==> src/rtl/mul_issue_ctrl_pkg.sv <==
// Shared encodings for the RV64M multiply issue controller:
// op codes, multiplier signedness, controller states, cache entry.
package mul_issue_ctrl_pkg;

    localparam logic [2:0] OP_MUL    = 3'd0;
    localparam logic [2:0] OP_MULH   = 3'd1;
    localparam logic [2:0] OP_MULHSU = 3'd2;
    localparam logic [2:0] OP_MULHU  = 3'd3;
    localparam logic [2:0] OP_MULW   = 3'd4;

    localparam logic [1:0] SGN_SS = 2'b11;
    localparam logic [1:0] SGN_SU = 2'b10;
    localparam logic [1:0] SGN_UU = 2'b00;

    typedef enum logic [1:0] {
        IDLE,
        REQ,
        DRAIN,
        RESP
    } state_e;

    typedef struct packed {
        logic [63:0] src1;
        logic [63:0] src2;
        logic [1:0]  sgn;
        logic [63:0] hi;
        logic [63:0] lo;
    } cache_t;

    // Reserved encodings 5-7 execute as plain MUL.
    function automatic logic [2:0] op_norm(input logic [2:0] op);
        return (op > OP_MULW) ? OP_MUL : op;
    endfunction

    function automatic logic [1:0] op_sgn(input logic [2:0] op);
        case (op)
            OP_MULHSU: return SGN_SU;
            OP_MULHU:  return SGN_UU;
            default:   return SGN_SS;
        endcase
    endfunction

    function automatic logic op_is_hi(input logic [2:0] op);
        return (op == OP_MULH) || (op == OP_MULHSU) || (op == OP_MULHU);
    endfunction

endpackage

==> src/rtl/mul_result_fmt.sv <==
// Picks the product half an op returns and sign-extends MULW.
// Shared by the multiplier return path and the cache hit path.
module mul_result_fmt
    import mul_issue_ctrl_pkg::*;
(
    input  logic [2:0]  op_i,
    input  logic [63:0] hi_i,
    input  logic [63:0] lo_i,
    output logic [63:0] res_o
);

    logic [2:0] op;

    assign op = op_norm(op_i);

    always_comb begin
        res_o = lo_i;
        unique case (1'b1)
            op_is_hi(op):     res_o = hi_i;
            (op == OP_MULW): res_o = {{32{lo_i[31]}}, lo_i[31:0]};
            default:          res_o = lo_i;
        endcase
    end

endmodule

==> src/rtl/mul_issue_ctrl.sv <==
// EXU-side issue controller in front of the radix-4 Booth multiplier,
// with a one-entry product cache for MULH-then-MUL pairs.
module mul_issue_ctrl
    import mul_issue_ctrl_pkg::*;
#(
    parameter bit CACHE_EN = 1'b1
) (
    input  logic        clock,
    input  logic        reset,
    input  logic        in_valid,
    output logic        in_ready,
    input  logic [2:0]  in_op,
    input  logic [63:0] in_src1,
    input  logic [63:0] in_src2,
    input  logic [4:0]  in_rd,
    input  logic        flush,
    output logic        out_valid,
    input  logic        out_ready,
    output logic [63:0] out_data,
    output logic [4:0]  out_rd,
    output logic        m_valid,
    output logic        m_flush,
    output logic        m_mulw,
    output logic [1:0]  m_signed,
    output logic [63:0] m_multiplicand,
    output logic [63:0] m_multiplier,
    input  logic        m_ready,
    input  logic        m_out_valid,
    input  logic [63:0] m_result_h,
    input  logic [63:0] m_result_l
);

    state_e      state_q;
    logic [2:0]  op_q;
    logic [63:0] src1_q;
    logic [63:0] src2_q;
    logic [4:0]  rd_q;
    logic [1:0]  sgn_q;
    logic        mulw_q;
    logic [63:0] data_q;
    logic        out_valid_q;
    logic        cvld_q;
    cache_t      cache_q;

    logic [2:0]  in_op_n;
    logic [1:0]  in_sgn;
    logic        accept;
    logic        key_eq;
    logic        cls_ok;
    logic        hit;
    logic [63:0] fmt_mul;
    logic [63:0] fmt_hit;

    assign in_op_n = op_norm(in_op);
    assign in_sgn  = op_sgn(in_op_n);
    assign in_ready = (state_q == IDLE) && !flush;
    assign accept  = in_valid && in_ready;

    // The low half is signedness-independent, so MUL reuses any entry.
    assign key_eq = (in_src1 == cache_q.src1) && (in_src2 == cache_q.src2);
    assign cls_ok = (in_op_n == OP_MUL) || (in_sgn == cache_q.sgn);
    assign hit    = CACHE_EN && cvld_q && key_eq && cls_ok
                    && (in_op_n != OP_MULW);

    mul_result_fmt u_fmt_mul (
        .op_i  (op_q),
        .hi_i  (m_result_h),
        .lo_i  (m_result_l),
        .res_o (fmt_mul)
    );

    mul_result_fmt u_fmt_hit (
        .op_i  (in_op_n),
        .hi_i  (cache_q.hi),
        .lo_i  (cache_q.lo),
        .res_o (fmt_hit)
    );

    // The Booth core only advances while MulValid is high, so it
    // stays up for all of REQ and until the core drains after a kill.
    always_comb begin
        m_valid = 1'b0;
        m_flush = 1'b0;
        unique case (state_q)
            REQ: begin
                m_valid = 1'b1;
                m_flush = flush;
            end
            DRAIN: begin
                m_valid = !m_ready;
                m_flush = !m_ready;
            end
            default: begin
                m_valid = 1'b0;
                m_flush = 1'b0;
            end
        endcase
    end

    always_ff @(posedge clock) begin
        if (reset) begin
            state_q     <= IDLE;
            op_q        <= OP_MUL;
            src1_q      <= '0;
            src2_q      <= '0;
            rd_q        <= '0;
            sgn_q       <= SGN_SS;
            mulw_q      <= 1'b0;
            data_q      <= '0;
            out_valid_q <= 1'b0;
            cvld_q      <= 1'b0;
            cache_q     <= '0;
        end else begin
            unique case (state_q)
                IDLE: begin
                    if (accept) begin
                        op_q   <= in_op_n;
                        src1_q <= in_src1;
                        src2_q <= in_src2;
                        rd_q   <= in_rd;
                        sgn_q  <= in_sgn;
                        mulw_q <= (in_op_n == OP_MULW);
                        if (hit) begin
                            data_q      <= fmt_hit;
                            out_valid_q <= 1'b1;
                            state_q     <= RESP;
                        end else begin
                            state_q <= REQ;
                        end
                    end
                end
                REQ: begin
                    if (flush) begin
                        state_q <= DRAIN;
                    end else if (m_out_valid) begin
                        data_q      <= fmt_mul;
                        out_valid_q <= 1'b1;
                        state_q     <= RESP;
                        if (!mulw_q) begin
                            cvld_q  <= CACHE_EN;
                            cache_q <= '{
                                src1: src1_q,
                                src2: src2_q,
                                sgn:  sgn_q,
                                hi:   m_result_h,
                                lo:   m_result_l
                            };
                        end
                    end
                end
                DRAIN: begin
                    if (m_ready) begin
                        state_q <= IDLE;
                    end
                end
                RESP: begin
                    if (flush || out_ready) begin
                        out_valid_q <= 1'b0;
                        state_q     <= IDLE;
                    end
                end
                default: begin
                    state_q <= IDLE;
                end
            endcase
        end
    end

    assign out_valid      = out_valid_q;
    assign out_data       = data_q;
    assign out_rd         = rd_q;
    assign m_mulw         = mulw_q;
    assign m_signed       = sgn_q;
    assign m_multiplicand = src1_q;
    assign m_multiplier   = src2_q;

endmodule

==> config.mk <==
export PLATFORM = sky130hd
export DESIGN_NAME = mul_issue_ctrl
export DESIGN_NICKNAME = d
export VERILOG_FILES = /design/src/rtl/mul_issue_ctrl_pkg.sv /design/src/rtl/mul_result_fmt.sv /design/src/rtl/mul_issue_ctrl.sv
export SDC_FILE = /design/constraint.sdc
export NUM_CORES = 1
export LEC_CHECK = 0
export BUFFER_PORTS_ARGS = -buffer_cell sky130_fd_sc_hd__buf_2
export CAP_MARGIN = 20
export CORE_ASPECT_RATIO = 0.5
export CORE_MARGIN = 4
export CORE_UTILIZATION = 35
export CTS_CLUSTER_DIAMETER = 50
export DETAILED_ROUTE_END_ITERATION = 10
export HOLD_SLACK_MARGIN = 0.02
export PLACE_DENSITY_LB_ADDON = 0.05
export SKIP_CTS_REPAIR_TIMING = 1
export SLEW_MARGIN = 25
export SYNTH_ARGS = -nofsm -noshare
export SYNTH_HDL_FRONTEND = slang
export SYNTH_SLANG_ARGS = --single-unit
==> constraint.sdc <==
create_clock -name clock -period 3 [get_ports clock]
set_clock_uncertainty 0.05 [all_clocks]
set_input_delay 0.15 -clock clock [delete_from_list [all_inputs] [get_ports clock]]
set_output_delay 0.15 -clock clock [all_outputs]
set_load 0.05 [all_outputs]
### Yosys cells after proc, flatten, opt, wreduce, memory -nomap -nowiden

Index checks and enable logic that the tools add are counted.

* flip-flop bits (word level): 465
* logic and storage cells: 94

* order comparisons: 3
* equal/unequal tests: 25
* reductions and logical operators: 23
* bitwise gates (word level): 2
* mux-type cells: 26

Operator list (number)
* one-hot mux 64 bit (2 select lines): 3
* two-way mux 64 bit: 4
* == test 64 bit: 2
* == test 3 x 2 -> 1 bit (second input constant): 6
* two-way mux 2 bit: 6
* != test 2 bit (second input constant): 6
* == test 3 bit (second input constant): 3
* > comparator 3 bit (second input constant): 3
* two-way mux 3 bit: 3
* one-hot mux 2 bit (4 select lines): 1
* AND reduction 4 bit: 2
* == test 3 x 1 -> 1 bit (second input constant): 2
* logical AND 1 bit: 6
* logical OR 1 bit: 6
* != test 3 bit (second input constant): 2
* AND reduction 6 bit: 1
* two-way mux 1 bit: 5
* AND reduction 5 bit: 1
* == test 2 bit (second input constant): 2
* one-hot mux 1 bit (2 select lines): 2
* one-hot mux 2 bit (2 select lines): 1
* logical NOT 3 bit: 1
* one-hot mux 1 bit (3 select lines): 1
* nonzero test 3 bit: 1
* 7 further kinds: 9

### Depth between registers and ports, before layout

Gate-level depths: netlist of run 1.

* word-level depth: 11
* mapped depth: 10
* depth with buffers taken out: 8

### Cells and area by module

Synthesis of run 1 repeated with hierarchy kept, for this count alone.

* cell total of the unflattened synthesis: 2758
* area total of the unflattened synthesis: 22491.6 um^2

By module, submodules not included
* mul_issue_ctrl: area each 19476.2 um^2, times used 1, sequential area each 9308.9 um^2, cells an instance 2376
* mul_result_fmt: area each 1507.7 um^2, times used 2, sequential area each 0.0 um^2, cells an instance 191

### Worst setup path after synthesis of run 1

Ideal clock, no wire load.

* kind: register to output
* start: register state_q[1]
* end: output port m_flush
* data arrival time: 2.422 ns
* cell stages (with the launch flop): 7
* buffers on the path: 2
* slack: 0.378 ns
* cells stage by stage: dfxtp_1 > inv_1 > ha_1 > clkbuf_1 > clkbuf_1 > nand2_1 > a21boi_0

* word-level cells in the longest chain between the ends: 2
* elaborated cells between the ends (all ways): 3
* classes of those cells: eq/ne (2); mux (1)

Ends and longest elaborated chain
* start: declaration: RTL line mul_issue_ctrl.sv:33 `state_e state_q;`
* start signal: assignment: RTL line mul_issue_ctrl.sv:102 `state_q <= IDLE;`
* start signal: assignment: RTL line mul_issue_ctrl.sv:126 `state_q <= RESP;`
* start signal: assignment: RTL line mul_issue_ctrl.sv:128 `state_q <= REQ;`
* == test 2 bit or == test 2 x 1 -> 1 bit (tied branches): RTL line mul_issue_ctrl.sv:84 `unique case (state_q)`
* one-hot mux 1 bit (2 select lines) (*): RTL line mul_issue_ctrl.sv:84
* end: declaration: RTL line mul_issue_ctrl.sv:22 `output logic m_flush,`

Mark *: on every way between the ends. The rest lies on a longest branch, timed or not.

### Worst setup path in the final report of run 1

* start: register cache_q[151] in the netlist's numbering
* end: register data_q[63], in the netlist out_data[63]

* word-level cells in the longest chain between the ends: 7

Ends and longest elaborated chain
* start: declaration: RTL line mul_issue_ctrl.sv:43 `cache_t cache_q;`
* start signal: assignment: RTL line mul_issue_ctrl.sv:141 `cache_q <= '{`
* == test 64 bit: RTL line mul_issue_ctrl.sv:60 `assign key_eq = (in_src1 == cache_q.src1) && (in_src2 == cache_q.src2);`
* logical AND 1 bit: RTL line mul_issue_ctrl.sv:60
* logical AND 1 bit (2 in series): RTL line mul_issue_ctrl.sv:62 `assign hit = CACHE_EN && cvld_q && key_eq && cls_ok`
* logical AND 1 bit: RTL line mul_issue_ctrl.sv:63 `&& (in_op_n != OP_MULW);`
* != test 2 bit (no line)
* AND reduction 5 bit (no line)
* end signal: assignment: RTL line mul_issue_ctrl.sv:124 `data_q <= fmt_hit;`
* end signal: assignment: RTL line mul_issue_ctrl.sv:136 `data_q <= fmt_mul;`
* end: declaration: RTL line mul_issue_ctrl.sv:40 `logic [63:0] data_q;`

Every way passes these cells.
A chain may end at the register's enable or synchronous reset.

==> results.ini, run 1 <==
[outcome]
status = completed

[synthesis]
syn-cell-area_um2 = 19900
ys_seq_area_share_pct = 46.7
netlist-cell-type-count = 48
syn_inst = 2527
synth_seq_cells = 465
syn_avg_cell_area_um2 = 7.89
synthArstFlopShare_pct = 0
synth_ff_type = dfxtp_1
syn-num-nets = 2803
synth-edff-count = 0
yosys_warnings = 0

[layout]
seq_area_um2 = 9310
drive_gt1_share_pct = 20.7
syn_to_final_growth_pct = 39.2
postLayoutCoreUtil_pct = 49.6
multi_input_area_um2 = 9800
n_fill_cell = 5628
final_nets = 3462

[sta]
slew_viol_final = 0
tns_ps = 0
max_slew_margin_pct = 54.0
setup_violations = 0
worst_slack_ps = 157
tightest_slew_ps = 690
whs_ps = 58.2
fin_crit_sh_pct = 94.8
fin_crit_ps = 2840
hold_viol = 0
max_freq_mhz = 352

[placement]
dpl.hpwl_mm = 50.8
place.port_buffers = 474
place_congestion = 0.868
place_ws_ps = -102

[critical_path]
rr_worst_depth = 11
cpPeakStageDelay_ps = 460
arrival_ps = 3260
crit_chain = nor2b_1, a2111oi_0, buf_4, nand4_1, nor4_2, nand4_1, o21ai_1, buf_4, nand3_4, buf_12, o41ai_1
cp-start-kind = flip-flop
cp.required_ps = 3420
end_kind = flip-flop
worstSetupPathType = flip-flop to flip-flop
reg2reg_to = out_data[63]$_SDFFE_PP0P_
critPathMaxFanout = 32
rr_startpoint = cache_q[151]$_SDFFE_PP0P_
startpoint = cache_q[151]$_SDFFE_PP0P_
slowest_stage = a2111oi_0
ff2ff_setup_slack_ps = 160
crit_end = out_data[63]$_SDFFE_PP0P_

[floorplan]
die-width_um = 346
dieArea_um2 = 61100
initial_core_util_pct = 35.6
ios = 475
dieHeight_um = 177
rows = 61
core-area_um2 = 55900

[grt]
grt_usage_pct = 23.0
grt_pass1_vias = 18000
grt_start_max_net_pins = 109
grt_pass1_wl_mm = 110
antenna_found_initial = 3
gr-total-overflow = 0

[routing]
vias_per_cell = 5.06
drtAntennaViolNets = 0
finalWirelength_mm = 77.5
drtIter0Drc = 1458
dr.pass1.iters = 7
drc = 0
vias = 20200
wl_per_cell_um = 19.4

[clock_tree]
tritoncts = built
clockRootBuffer = clkbuf_16
htree_levels = 2
clk_pin_slew_ps = 70
cts.sink_count = 465
clockBufferDepth = 3
insertion_delay_ps = 590
cts_inserted_buffers = 47

[pwr]
ir_worst_vdd_mv = 0.361
powerDensity_nw_per_um2 = 671
power_mw = 18.6
power.static_leakage_nw = 11.2

[hold_path]
hp-class = primary input to flip-flop

[job]
max_cap_viol_count = 0

[critical path, delay by kind of cell (launching register included)]
kind                   cells  cell delay (ps)
flip-flops                 1              330
AND/OR/NAND/NOR            5              750
AO/OA/AOI/OAI              3             1020
buffers and inverters      3              550
[state kept, by name (all words and copies together) (netlist names)]
| signal | flops |
|---|---|
| cache_q | 258 |
| m_mulw | 1 |
| cvld_q | 1 |
| m_multiplier | 64 |
| out_data | 64 |
| m_signed | 2 |
| state_q | 2 |
| out_valid | 1 |
| m_multiplicand | 64 |
| op_q | 3 |
| out_rd | 5 |
[cells in the final DEF, fill, tap and decap left out, drive strengths merged, types with 36 or more instances in the layout]
cell / n
nand2: 860
buf: 539
dfxtp: 465
nand2b: 36
o21ai: 38
dlygate4sd3: 270
xor2: 67
nor2b: 93
a221oi: 65
clkbuf: 71
inv: 54
a21oi: 397
[layout make-up]
type / instances / area share, %
Multi-Input combinational cell: 1812 / 35.3
Sequential cell: 465 / 33.5
Timing Repair Buffer: 809 / 20.9
Clock buffer: 71 / 5.18
Tap cell: 756 / 3.41
Clock inverter: 17 / 0.870
Inverter: 51 / 0.690
Antenna cell: 5 / 0.0451
[cells by family after synthesis]
family	share of synthesized area, %
xor+xnor	3.60
flops	46.7
buf+inv	4.86
mux	1.61
simple gates	22.0
fa+ha+maj	0.314
compound gates	20.9
[layer usage]
metal	part of all wire, %	vias up	global-route usage [%]
met5	0	-	0
met4	2.8	0	7.89
met3	4.8	125	3.88
met2	50	545	39.5
met1	43	9632	29.5
li1	-	9881	-
[worst min-delay path by stage]
stage / cells after the start / slack (ps) / to / startpoint
2_1_floorplan: 2 / 240 / cache_q[0]$_SDFFE_PP0P_ / m_result_l[0]
3_3_place_gp: 3 / 340 / out_rd[4]$_SDFFE_PP0P_ / in_rd[4]
3_5_place_dp: 3 / 350 / out_rd[4]$_SDFFE_PP0P_ / in_rd[4]
6_report: 4 / 60 / state_q[1]$_SDFFE_PP0P_ / m_out_valid
5_1_grt: 4 / 120 / state_q[1]$_SDFFE_PP0P_ / m_ready
4_1_cts: 3 / -280 / out_rd[3]$_SDFFE_PP0P_ / in_rd[3]
[Yosys cell counts, drive strengths merged (6+ instances only)]
cell type | number | area share [%]
o41ai | 32 | 2.5
nand3 | 6 | 0.15
nor2b | 93 | 2.9
nand4 | 9 | 0.28
nor2 | 9 | 0.17
dfxtp | 465 | 47
a221oi | 65 | 2.9
o21ai | 38 | 0.95
nand2 | 860 | 16
inv | 51 | 0.96
buf | 14 | 0.41
a2111oi | 9 | 0.40
a311o | 32 | 1.6
nor4 | 22 | 0.69
o22ai | 20 | 0.63
a21oi | 397 | 10
xnor2 | 15 | 0.66
xor2 | 67 | 2.9
nand2b | 36 | 1.1
a211oi | 34 | 1.3
mux2i | 32 | 1.6
clkbuf | 185 | 3.5
[through the flow]
step / std cells / area (um^2)
after floorplan: 2527 / 19900
after global placement: 3622 / 23300
after detailed placement: 3622 / 23300
after CTS: 3710 / 25000
after global routing: 3984 / 27700
final: 3986 / 27700
[where the power goes]
group | leakage (nW) | switching, mW | internal (mW)
logic | 6.58 | 3.64 | 1.61
clock network | 0.829 | 2.67 | 3.76
registers | 3.76 | 0.307 | 6.64
total | 11.2 | 6.62 | 12.0
No activity file was read; power rests on OpenSTA's default activity.
==> inputs of run 2 (changes only) <==
--- a/config.mk
+++ b/config.mk
@@ -5,16 +5,17 @@
 export SDC_FILE = /design/constraint.sdc
 export NUM_CORES = 1
 export LEC_CHECK = 0
+export ABC_AREA = 1
 export BUFFER_PORTS_ARGS = -buffer_cell sky130_fd_sc_hd__buf_2
 export CAP_MARGIN = 20
 export CORE_ASPECT_RATIO = 0.5
 export CORE_MARGIN = 4
 export CORE_UTILIZATION = 35
 export CTS_CLUSTER_DIAMETER = 50
+export CTS_CLUSTER_SIZE = 40
 export DETAILED_ROUTE_END_ITERATION = 10
 export HOLD_SLACK_MARGIN = 0.02
 export PLACE_DENSITY_LB_ADDON = 0.05
-export SKIP_CTS_REPAIR_TIMING = 1
 export SLEW_MARGIN = 25
 export SYNTH_ARGS = -nofsm -noshare
 export SYNTH_HDL_FRONTEND = slang
==> run 2 against run 1 <==
Net effect: via count increased by 2.7%; global-route usage decreased by 0.078 points; first-iteration DRC count decreased by 11%; cell count increased by 11%; die area increased by 2.5%; maximum frequency increased by 12%; worst setup slack improved by 300 ps; hold slack improved by 3.4 ps; synthesized cell count increased by 19%; critical path depth decreased by 5; wire length decreased by 3.6%; utilization decreased by 2.1 points; largest cell class is now flip-flops and latches; highest routed layer is now met5.
==> results.ini, run 2 <==
[sta]
tns_ps = 0
hold_viol = 0
max_freq_mhz = 394
fin_crit_ps = 2540
fin_crit_sh_pct = 84.6
slew_viol_final = 0
max_slew_margin_pct = 41.0
setup_violations = 0
rsz0062_at_grt = no
tightest_slew_ps = 884
whs_ps = 61.6

[grt]
met1_usage_pct = 29.8
antenna_found_initial = 3
met2_usage_pct = 40.4
grt_pass1_wl_mm = 114
gr-total-overflow = 0
grt_start_max_net_pins = 224
grt_usage_pct = 22.9
grt.busiest_layer = met2
grt_pass1_vias = 19700
groute.layer.met3.usage_pct = 3.14

[clock_tree]
clockBufferDepth = 3
htree_levels = 2
clk_pin_slew_ps = 80
clockRootBuffer = clkbuf_16
cts_hold_buf = 266
cts_inserted_buffers = 37
post-cts-setup-buffers = 0
insertion_delay_ps = 570
post_cts_resized = 0
cts.sink_count = 465
tritoncts = built

[synthesis]
synth_common_cells = nand2_1, nor2_1, dfxtp_1, o21ai_0, inv_1
synthArstFlopShare_pct = 0
yosysMostFrequentCell = nand2_1
yosys_warnings = 0
synth_seq_cells = 465
synth-edff-count = 0
synth_top_area_share_pct = 45.5
synthTopCellsByArea = dfxtp_1, o21ai_0, nand2_1
synth_ff_type = dfxtp_1
syn-num-nets = 3271
ys_seq_area_share_pct = 45.5
yosysTopAreaCell = dfxtp_1
syn_inst = 2995
syn-cell-area_um2 = 20500
syn_avg_cell_area_um2 = 6.83
netlist-cell-type-count = 28

[layout]
n_fill_cell = 5941
final_nets = 3890
drive_gt1_share_pct = 16.3
syn_to_final_growth_pct = 33.7
postLayoutCoreUtil_pct = 47.5
largest_reg_flops = 258
layout_commonest_cell = nand2_1
regMostFlops = cache_q
final_cell_mix = nand2_1, nor2_1, buf_2
fin_cells = 4410

[pwr]
power.static_leakage_nw = 12.9
ir_worst_vdd_mv = 0.440
powerDensity_nw_per_um2 = 795

[placement]
place_congestion = 0.827
dp.cells = 4077
dpl.hpwl_mm = 48.9
place.port_buffers = 474

[critical_path]
worstSetupPathType = flip-flop to output port
cpLargestDelayFamily = buffers and inverters
rr_startpoint = cache_q[218]$_SDFFE_PP0P_
cp.required_ps = 2800
cpPeakStageDelay_ps = 530
crit_chain = inv_1, ha_2, buf_4, nand2_1, a21oi_1, buf_2
crit_buf_inv = 3
startpoint = state_q[1]$_SDFFE_PP0P_
critPathMaxFanout = 50
end_kind = output port
arrival_ps = 2340
slowest_stage = buf_4
cp-start-kind = flip-flop

[floorplan]
initial_core_util_pct = 35.5
rows = 62
dieArea_um2 = 62600
core-area_um2 = 57600
die-width_um = 350
dieHeight_um = 179
ios = 475

[outcome]
status = completed

[routing]
dr.pass1.iters = 5
vias_per_cell = 4.70
drtIter0Drc = 1301
drtAntennaViolNets = 0
vias = 20700
wl_per_cell_um = 16.9
drc = 0
finalWirelength_mm = 74.7

[hold_path]
worstHoldStart = reset
hp-class = primary input to flip-flop

[job]
max_cap_viol_count = 0

==> run 2: layer usage <==
| layer | up-vias | part of all wire (%) |
|---|---|---|
| li1 | 10800 | - |
| met1 | 9496 | 45 |
| met2 | 370 | 49 |
| met3 | 93 | 3.8 |
| met4 | 2 | 2.1 |
| met5 | - | 0.017 |
==> run 2: worst paths after layout <==
check                                            endpoint  slack (ps)  cells past startpoint
worst max-delay path                              m_flush         460                      6
worst min-delay path                  m_mulw$_SDFFE_PP0P_          60                      2
worst max register to register  out_data[27]$_SDFFE_PP0P_         540                     15
worst min register to register  cache_q[142]$_SDFFE_PP0P_         410                      2
==> run 2: cells by family after synthesis <==
family	share of synthesized area, %
and+or+nand+nor	20.0
buffers and inverters	11.2
AOI/OAI and AO/OA	21.7
DFF	45.5
adders and majority gates	0.306
xor gates and xnor gates	1.37
==> run 2: area by class of cell <==
| cell class | count | area (um^2) | area share [%] |
|---|---|---|---|
| flip-flops and latches | 465 | 9310 | 34.0 |
| multi-input cells | 1936 | 8910 | 32.6 |
| repair buffers | 772 | 5400 | 19.7 |
| inverters | 402 | 1520 | 5.56 |
| well taps | 768 | 961 | 3.51 |
| clock buffers | 37 | 926 | 3.38 |
| clock inverters | 27 | 318 | 1.16 |
| diodes | 3 | 7.51 | 0.0274 |
==> run 2: through the flow <==
stage / cell area (um^2) / total power [mW] / setup slack (ps)
6_report: 27400 / 21.7 / 461
5_1_grt: 27400 / 23.1 / 274
4_1_cts: 27300 / 22.0 / 439
3_5_place_dp: 23400 / 16.3 / 577
3_3_place_gp: 23400 / 16.3 / 589
2_1_floorplan: 20500 / 13.9 / 490
==> run 2: power breakdown <==
part           switching, mW  leakage, nW  internal [mW]
combinational           6.14         8.55           2.33
sequential             0.635         3.79           7.31
clock                   2.69        0.608           2.64
total                   9.47         12.9           12.3
